--- config.mk ---
export PLATFORM = sky130hd
export DESIGN_NAME = bram_stream_reader
export DESIGN_NICKNAME = d
export VERILOG_FILES = /design/src/rtl/bram_stream_reader.sv
export SDC_FILE = /design/constraint.sdc
export NUM_CORES = 1
export LEC_CHECK = 0
export CAP_MARGIN = 30
export CELL_PAD_IN_SITES_DETAIL_PLACEMENT = 1
export CELL_PAD_IN_SITES_GLOBAL_PLACEMENT = 1
export CORE_MARGIN = 10
export CORE_UTILIZATION = 36
export CTS_CLUSTER_DIAMETER = 40
export DETAILED_ROUTE_END_ITERATION = 6
export PLACE_DENSITY = 0.82
export SLEW_MARGIN = 10
export SYNTH_ARGS = -nofsm -noshare
export SYNTH_HDL_FRONTEND = slang
export SYNTH_SLANG_ARGS = --single-unit
--- constraint.sdc ---
create_clock -name pi_clk -period 4.2 [get_ports pi_clk]
set_input_delay 1.26 -clock pi_clk [delete_from_list [all_inputs] [get_ports pi_clk]]
set_output_delay 1.26 -clock pi_clk [all_outputs]
set_load 0.01 [all_outputs]
--- src/rtl/bram_stream_reader.sv ---
// bram_stream_reader: streams a base/length window of BRAM words out over valid/ready with backpressure
module bram_stream_reader #(
  parameter int WADDR = 11,
  parameter int WDATA = 16
) (
  input  logic             pi_clk,
  input  logic             pi_rst,
  input  logic             pi_start,
  input  logic [WADDR-1:0] pi_base_addr,
  input  logic [WADDR:0]   pi_len,
  output logic             po_busy,
  output logic             po_done,
  output logic             po_bram_en,
  output logic             po_bram_we,
  output logic [WADDR-1:0] po_bram_addr,
  input  logic [WDATA-1:0] pi_bram_do,
  output logic [WDATA-1:0] po_data,
  output logic             po_valid,
  output logic             po_last,
  input  logic             pi_ready
);
  typedef enum logic [1:0] {IDLE, RUN, DRAIN, DONE} state_t;
  localparam logic [WADDR:0] ONE = 1;
  state_t           state_q;
  logic [WADDR-1:0] addr_q;
  logic [WADDR:0]   rem_q;
  logic             infl_q, infl_last_q;
  logic [1:0]       cnt_q;
  logic [WDATA-1:0] d0_q, d1_q;
  logic             l0_q, l1_q;
  logic             pop, issue, last_issue;
  logic [1:0]       widx;
  assign pop = (cnt_q != 2'd0) && pi_ready;
  assign issue = (state_q == RUN) && (rem_q != '0) &&
                 (({1'b0, cnt_q} + {2'b0, infl_q}) < (3'd2 + {2'b0, pop}));
  assign last_issue = issue && (rem_q == ONE);
  assign widx = cnt_q - {1'b0, pop};
  assign po_busy = state_q != IDLE;
  assign po_done = state_q == DONE;
  assign po_bram_en = issue;
  assign po_bram_we = 1'b0;
  assign po_bram_addr = addr_q;
  assign po_data = d0_q;
  assign po_valid = cnt_q != 2'd0;
  assign po_last = l0_q && po_valid;
  // Command FSM, address/remaining counters and the one-deep in-flight read tracker
  always_ff @(posedge pi_clk) begin
    if (pi_rst) begin
      state_q <= IDLE;
      addr_q <= '0;
      rem_q <= '0;
      infl_q <= 1'b0;
      infl_last_q <= 1'b0;
    end else begin
      infl_q <= issue;
      infl_last_q <= last_issue;
      if (issue) begin
        addr_q <= addr_q + WADDR'(1);
        rem_q <= rem_q - ONE;
      end
      case (state_q)
        IDLE: if (pi_start) begin
          addr_q <= pi_base_addr;
          rem_q <= pi_len;
          state_q <= (pi_len != '0) ? RUN : DONE;
        end
        RUN: if (last_issue) state_q <= DRAIN;
        DRAIN: if (!infl_q && (cnt_q == 2'd0 || (cnt_q == 2'd1 && pop))) state_q <= DONE;
        default: state_q <= IDLE;
      endcase
    end
  end
  // Two-entry output FIFO: head shifts on pop, returning read lands in the first free slot
  always_ff @(posedge pi_clk) begin
    if (pi_rst) begin
      cnt_q <= 2'd0;
      d0_q <= '0;
      d1_q <= '0;
      l0_q <= 1'b0;
      l1_q <= 1'b0;
    end else begin
      if (pop) begin
        d0_q <= d1_q;
        l0_q <= l1_q;
      end
      if (infl_q && widx == 2'd0) begin
        d0_q <= pi_bram_do;
        l0_q <= infl_last_q;
      end
      if (infl_q && widx == 2'd1) begin
        d1_q <= pi_bram_do;
        l1_q <= infl_last_q;
      end
      cnt_q <= cnt_q + {1'b0, infl_q} - {1'b0, pop};
    end
  end
endmodule

Word-level counts from Yosys, hierarchy flattened:

Cells that the tools add are included.

* $lt $le $gt $ge: 1
* muxes and demuxes: 15
* reduce and logical (&&, ||, !) cells: 20
* eq/ne operators: 9
* $add $sub $neg: 7

Operators by type and width (count)
* two-way mux 12 bit: 3
* two-way mux 11 bit: 3
* two-way mux 16 bit: 2
* nonzero test 12 bit: 2
* == test 12 x 1 -> 1 bit, second input constant: 1
* subtractor 12 x 1 -> 12 bit, second input constant: 1
* adder 11 x 1 -> 11 bit, second input constant: 1
* logical AND 1 bit: 9
* two-way mux 2 bit: 4
* == test 2 x 1 -> 1 bit, second input constant: 3
* logical NOT 2 bit: 3
* inequality test 2 bit, second input constant: 3
* one-hot mux 2 bit (3 select lines): 1
* nonzero test 2 bit: 3
* == test 2 bit, second input constant: 2
* subtractor 2 x 1 -> 2 bit: 2
* adder 2 x 1 -> 3 bit: 1
* adder 2 x 1 -> 3 bit, first input constant: 1
* less-than comparator 3 bit: 1
* AND reduction 3 bit: 1
* adder 2 x 1 -> 2 bit: 1
* two-way mux 1 bit: 2
* logical NOT 1 bit: 1
* logical OR 1 bit: 1

* flip-flop bits (word level): 63
* input port bits: 43
* logic and storage cells: 62

Depth between registers and ports, before layout:

Gate-level depths: netlist of the first run.

* depth in word-level cells: 8
* depth in mapped cells: 12

Worst setup path before layout of the first run:

No wires, ideal clock.

* path kind: input-to-reg
* start: in pi_ready
* end: reg d1_q[5]
* library setup time: 132 ps
* stages: 12
* data arrival time: 3510 ps
* buffers on the path: 4
* slack: 558 ps
* cells stage by stage: o21ai_1 -> buf_1 -> buf_2 -> inv_1 -> ha_1 -> xnor2_1 -> nand2_1 -> or2_2 -> clkbuf_1 -> clkbuf_1 -> nand2_1 -> a21oi_1

* longest elaborated chain between the ends: 4

RTL lines
* start: declaration: line 20 `input logic pi_ready`
* logical AND 1 bit: line 33 `assign pop = (cnt_q != 2'd0) && pi_ready;`
* subtractor 2 x 1 -> 2 bit: line 37 `assign widx = cnt_q - {1'b0, pop};`
* == test 2 x 1 -> 1 bit: line 90 `if (infl_q && widx == 2'd1) begin`
* logical AND 1 bit: line 90
* end signal: assignment: line 91 `d1_q <= pi_bram_do;`
* end: declaration: line 29 `logic [WDATA-1:0] d0_q, d1_q;`

No other way between the ends.
A chain may end at the register's enable or synchronous reset.

Final worst setup path of the first run:

* start: in pi_ready
* end: out po_bram_en

* longest elaborated chain between the ends: 4

RTL lines
* logical AND 1 bit: line 33
* adder 2 x 1 -> 3 bit: line 35 `(({1'b0, cnt_q} + {2'b0, infl_q}) < (3'd2 + {2'b0, pop}));`
* less-than comparator 3 bit: line 35
* logical AND 1 bit: line 34 `assign issue = (state_q == RUN) && (rem_q != '0) &&`
* end: declaration: line 13 `output logic po_bram_en,`

No other way between the ends.

==> impl_results.md, run 1 <==
- Largest net degree at the start of global routing: 50
- Arr. time, crit path: 2720 ps
- Fillers: 984
- Most frequent cells in the layout: clkdlybuf4s50_1 (73), dfxtp_1 (63), nand2_1 (45)
- Ports: 76
- Worst slew margin: 0.3917
- Antenna diodes: 0
- Final worst clock skew: 8.260 ps
- DR pass1 iterations: 5
- Post-route cell area: 4090 sq um
- Synth area leaders: dfxtp_1 (41%), a211oi_1 (5.6%), mux2i_1 (5.5%)
- Site Rows: 33
- Via count: 2862
- CTS sink count: 63
- Most used DFF post-synth: dfxtp_1
- Commonest non-fill, non-tap cell in the layout: clkdlybuf4s50_1
- Reg power frac: 0.372
- Crit end category: primary output
- Crit path from: pi_ready
- Vias/cell: 5.300
- Reg2reg setup slack: 1720 ps
- Final nets: 486
- Final Hold Violating Endpoints: 0
- Critical path, cell by cell: clkdlybuf4s50_1 -> o21ai_2 -> o21ai_2 -> nand3_1 -> inv_1 -> clkdlybuf4s50_1
- Max cap viols: 0
- Worst path bufs/invs: 3
- Die area: 12660 sq um
- Fmax: 251.0 MHz
- Port Buffer Count: 74
- Vias in the first global route: 3055
- CP Class: input port to primary output
- Hold crit path type: register to register
- Root Driver: clkbuf_8
- Cell count after synthesis: 357
- Setup Viol. Count Final: 0
- Combinational share of power: 0.415
- Cell Int Power: 1.508 mW
- H-Tree Depth: 3
- Slowest-stage cell, CP: clkdlybuf4s50_1
- Initial Util: 0.3732
- Initial antenna violation count: 0
- Clk pin slew, worst setup/hold paths: 70 ps
- Fin util: 0.4953
- Hold Buf Count CTS: 0
- Drt first-iter violations: 61
- CTS resizes: 0
- Worst VDD drop: 0.0002075 V
- Reg-to-reg startpoint: cnt_q[0]
- Seq cells post-synth: 63
- Sequential area share after synthesis: 0.4093
- Total Neg Setup Slack: 0 ps
- Startpoint class of the critical path: input port
- Overflow left after global routing: 0
- Worst setup endpoint: po_bram_en
- Status: completed
- Post-synthesis cell area: 3082 sq um
- Dpl hpwl: 6351 microns
- Family with the most delay on the worst path: buffers and inverters
- Levels on crit path: 6
- Crit share post-route: 0.9484
- Average cell area after synthesis: 8.632 sq um
- Period minus WS final: 3983 ps
- WP data required: 2940 ps
- Post-CTS Setup Bufs: 0
- Top-area cell type share of the netlist area: 0.4093
- Clk pwr share: 0.214
- Overall Power: 2.408 mW
- Clk Latency, worst-skew pair: 340 ps
- Drt total wl: 8958 microns
- First-pass GRT wire length: 15030 microns
- Leading area contributor after synthesis: dfxtp_1
- Core ar.: 8258 sq um
- Worst slew pin tran: 912.5 ps
- Total number of yosys warnings: 0
- RSZ-0062 raised after global routing: no
- Die width: 112.5 microns
- Die height: 112.5 microns
- Syn_nets: 413
- Post-synth ARST share: 0
- GRT Overall Usage: 0.1393
- Longest Clk Path Bufs: 2
- Post-synth EDFFs: 0
- Routed WL per cell: 16.59 microns
- CTS buffer count: 9
- Net Sw Power: 900.5 uW
- CP max stage delay: 560 ps
- Post-synth cell types: 49
- Final ANT Viol Nets: 0
- Routability cong.: 0.7756
- Worst r2r dst: d1_q[8]
- Residual DRC count: 0
- Area delta synth->final: 32.72%
- Lkg Pwr: 1.549 nW
- Layout cells sized above 1: 0.08966
- Switching part of the total: 0.3739
- CTS tree: yes
- Final Max Slew Viols: 0
- Worst-path fanout max: 2
- PwrDens: 588.8 nW/um^2
- Worst R2R Path Depth: 10
- Area after DPL: 3901 sq um
## through the flow
step	worst slack [ps]	std cells	hold WS, ps
CTS	192.5	540	458.4
global placement	213.7	524	439.6
floorplan	557.5	357	432.2
detailed placement	215.0	524	448.0
finish	216.6	540	457.6
global route	132.3	540	476.1
## worst min-delay path, stage by stage (launching register included)
cell	delay [ps]
dfxtp_1	310
nand2_1	50
a21oi_1	50
## cells in the mapped netlist (2+ instances only)
master    instances
dfxtp_1          63
nand2_1          45
nor2_1           43
a211oi_1         23
a21oi_1          18
mux2i_1          17
clkbuf_1         14
ha_1             13
a311oi_1         11
o21ai_0          10
inv_1             9
nand3_1           8
nand4_1           8
o31ai_1           6
or3_1             6
a31oi_1           5
nor4_1            5
o21bai_1          5
xor2_1            5
clkbuf_8          3
or3_2             3
or4_1             3
xnor2_1           3
nor2b_1           2
o41ai_1           2
or2_2             2
or3_4             2
or4_2             2
## cells by family (layout without fill, tap and decap cells)
family                     Yosys count  in the layout  synth area share
and+or+nand+nor                    137            137            0.2132
AOI/OAI and AO/OA                   88             88            0.1961
adders and majority gates           13             13           0.05278
buffers and inverters               30            108           0.04953
other                                1              1          0.001217
muxes                               17             17           0.05522
xor gates and xnor gates             8              8           0.02274
DFF                                 63             63            0.4093
## metal layers
layer / global-route usage / routed length, microns / up-vias
met4: 0.05584 / 113 / 0
met2: 0.2395 / 4532 / 49
met1: 0.1681 / 4021 / 1366
li1: - / - / 1439
met5: 0 / 0 / -
met3: 0.02290 / 291 / 8
## registers in the layout (all words and copies together), names as in the netlist
register and flops:
infl_last_q 1, state_q 2, po_bram_addr 11, po_data 16, cnt_q 2, l1_q 1, infl_q 1, l0_q 1
d1_q 16, rem_q 12
## area by class of cell
type,count,area (sq um),share of cell area
Clock inverter,6,61.31,0.01499
Clock buffer,10,127.6,0.03120
Sequential cell,63,1261,0.3084
Tap cell,105,131.4,0.03212
Timing Repair Buffer,83,803.3,0.1964
Inverter,9,33.78,0.008259
Multi-Input combinational cell,264,1672,0.4087
## worst min-delay path by stage
stage | startpoint | end | slack, ps | cells after the start
after floorplan | infl_last_q | l1_q | 430 | 2
after global placement | infl_last_q | l1_q | 440 | 2
after detailed placement | d1_q[1] | d1_q[1] | 450 | 2
after CTS | d1_q[1] | d1_q[1] | 460 | 2
after global routing | d1_q[9] | d1_q[9] | 480 | 2
final | d1_q[14] | d1_q[14] | 460 | 2
## power by group through the flow
stage | combinational [mW] | sequential [mW] | clock [mW]
2_1_floorplan | 0.572 | 0.910 | 0
3_3_place_gp | 0.967 | 0.899 | 0
3_5_place_dp | 0.998 | 0.906 | 0
4_1_cts | 1.02 | 0.895 | 0.528
5_1_grt | 1.12 | 0.921 | 0.549
6_report | 0.999 | 0.895 | 0.514
No activity file was read; power rests on OpenSTA's default activity.
==> inputs of run 2 (changes only) <==
--- a/config.mk
+++ b/config.mk
@@ -9,10 +9,10 @@
 export CELL_PAD_IN_SITES_DETAIL_PLACEMENT = 1
 export CELL_PAD_IN_SITES_GLOBAL_PLACEMENT = 1
 export CORE_MARGIN = 10
-export CORE_UTILIZATION = 36
+export CORE_UTILIZATION = 33
 export CTS_CLUSTER_DIAMETER = 40
 export DETAILED_ROUTE_END_ITERATION = 6
-export PLACE_DENSITY = 0.82
+export PLACE_DENSITY = 0.79
 export SLEW_MARGIN = 10
 export SYNTH_ARGS = -nofsm -noshare
 export SYNTH_HDL_FRONTEND = slang
==> constraint.sdc (replaced) <==
create_clock -name pi_clk -period 3.5 [get_ports pi_clk]
set_input_delay 1.05 -clock pi_clk [delete_from_list [all_inputs] [get_ports pi_clk]]
set_output_delay 1.05 -clock pi_clk [all_outputs]
set_load 0.01 [all_outputs]
==> impl_results.md, run 2 (synthesized netlist as in run 1, its figures left out) <==
- Status: completed
- Die area: 13600 sq um (+7.4%)
- Area after DPL: 3949 sq um (+1.2%)
- Dpl hpwl: 6457 microns (+1.7%)
- Critical path, cell by cell: clkdlybuf4s50_1 -> o21ai_2 -> o21ai_2 -> nand3_1 -> inv_1 -> dlygate4sd2_1
- Overflow left after global routing: 0 (unchanged)
- Slowest-stage cell, CP: clkdlybuf4s50_1
- Reg-to-reg startpoint: infl_q
- First-pass GRT wire length: 14810 microns (-1.4%)
- Levels on crit path: 6 (unchanged)
- Final worst clock skew: 10.28 ps (+2.025 ps)
- Area delta synth->final: 35.08%
- Residual DRC count: 0 (unchanged)
- Final Hold Violating Endpoints: 0 (unchanged)
- Root Driver: clkbuf_8
- CP max stage delay: 490 ps (-70 ps)
- Routability cong.: 0.7862 (+1.4%)
- Most frequent cells in the layout: clkdlybuf4s50_1 (72), dfxtp_1 (63), nand2_1 (45)
- Setup WS pre-CTS: -68.85 ps (-283.9 ps)
- WHS Path Cells: 2 (unchanged)
- Post-route cell area: 4163 sq um (+1.8%)
- Period minus WS final: 3291 ps
- Layout cells sized above 1: 0.09611 (+0.006455)
- Via count: 2868 (+0.21%)
- Largest net degree at the start of global routing: 46 (-8.0%)
- Port Buffer Count: 74 (unchanged)
- Final nets: 488 (+0.41%)
- Arr. time, crit path: 2240 ps (-480 ps)
- Hold crit path type: register to register
- Vias in the first global route: 3077 (+0.72%)
- Met3 GRT Util: 0.04109 (+0.01819)
- Startpoint class of the critical path: input port
- Final Max Slew Viols: 0 (unchanged)
- Overall Power: 2.987 mW (+24%)
- Site Rows: 35 (+6.1%)
- CTS buffer count: 9 (unchanged)
- Reg2reg setup slack: 1010 ps (-710 ps)
- Crit share post-route: 0.9402
- Ports: 76 (unchanged)
- Worst slew pin tran: 785.8 ps (-126.7 ps)
- Crit path from: pi_ready
- GRT Overall Usage: 0.1350 (-0.004273)
- WP data required: 2450 ps (-490 ps)
- Commonest non-fill, non-tap cell in the layout: clkdlybuf4s50_1
- Worst VDD drop: 0.0002696 V (+30%)
- Final ANT Viol Nets: 0 (unchanged)
- Initial antenna violation count: 0 (unchanged)
- M2 GR Usage: 0.2225 (-0.01700)
- Antenna diodes: 0 (unchanged)
- Setup Viol. Count Final: 0 (unchanged)
- Die width: 116.6 microns (+3.7%)
- CTS sink count: 63 (unchanged)
- Longest Clk Path Bufs: 2 (unchanged)
- Die height: 116.6 microns (+3.7%)
- Clk Latency, worst-skew pair: 350 ps (about the same)
- CTS tree: yes
- PwrDens: 717.5 nW/um^2 (+22%)
- H-Tree Depth: 3 (unchanged)
- RSZ-0062 raised after global routing: no
- Worst slew margin: 0.4742 (+0.08258)
- Worst Setup Slack, final: 209.4 ps (-7.271 ps)
- Vias/cell: 5.234 (-1.3%)
- Fin util: 0.4548 (-0.04048)
- Initial Util: 0.3367 (-0.03648)
- Met1 usage: 0.1639 (-0.004219)
- Worst path bufs/invs: 3 (unchanged)
- Worst setup endpoint: po_bram_en
- Worst r2r dst: rem_q[6]
- Worst-path fanout max: 2 (unchanged)
- Drt total wl: 8975 microns (+0.19%)
- DR pass1 iterations: 4 (-1)
- Family with the most delay on the worst path: buffers and inverters
- CP Class: input port to primary output
- Cell mode on critical path: o21ai_2
- Fmax: 303.9 MHz
- Core ar.: 9153 sq um (+11%)
- Crit end category: primary output
- Post-route insts no fill: 548 (+1.5%)
- Drt first-iter violations: 98 (+61%)
- Clk pin slew, worst setup/hold paths: 80 ps (about the same)
- Lkg Pwr: 1.581 nW (+2.0%)
- Worst hold slack: 460.0 ps (+2.424 ps)
- Routed WL per cell: 16.38 microns (-1.3%)
- Global route hottest layer: met2
- Worst R2R Path Depth: 8 (-2)
- Max cap viols: 0 (unchanged)
- DP Cell Count: 532 (+1.5%)
- Total Neg Setup Slack: 0 ps (unchanged)
## run 2: area by class of cell
class	count	area, sq um
Multi-Input combinational cell	264	1672
Tap cell	111	138.9
Fill cell	1055	4990
Sequential cell	63	1261
Clock buffer	11	151.4
Timing Repair Buffer	85	842.1
Inverter	9	33.78
Clock inverter	5	63.81
## run 2: worst register-to-register path, delay by kind of cell, from the launching register on
family / cells / cell delay, ps
and+or+nand+nor: 4 / 1190
adders and majority gates: 2 / 400
DFF: 1 / 360
AOI/OAI and AO/OA: 1 / 280
buffers and inverters: 1 / 180
## run 2: repair_timing
action,4_1_cts,5_1_grt
buffers inserted,0,0
setup endpoints to repair,1,0
resized for setup,1,0
hold buffers,0,0
## run 2: report_power, final
part           switching, mW  internal (mW)  leakage [nW]  total, mW
logic                  0.621          0.598         0.959       1.22
registers              0.174          0.901         0.515       1.07
clock network          0.319          0.374         0.107      0.693
total                   1.11           1.87          1.58       2.99
## run 2: worst min-delay path by stage
stage	startpoint	end	slack (ps)
after CTS	d1_q[1]	d1_q[1]	460
after global routing	d1_q[3]	d1_q[3]	480
after detailed placement	d1_q[1]	d1_q[1]	450
final	d1_q[1]	d1_q[1]	460
after floorplan	infl_last_q	l1_q	430
after global placement	d1_q[12]	d1_q[12]	440
## run 2: routing by layer
layer,vias up,part of all wire
li1,1445,-
met1,1369,0.45
met2,43,0.49
met3,11,0.043
met4,0,0.014
met5,-,0
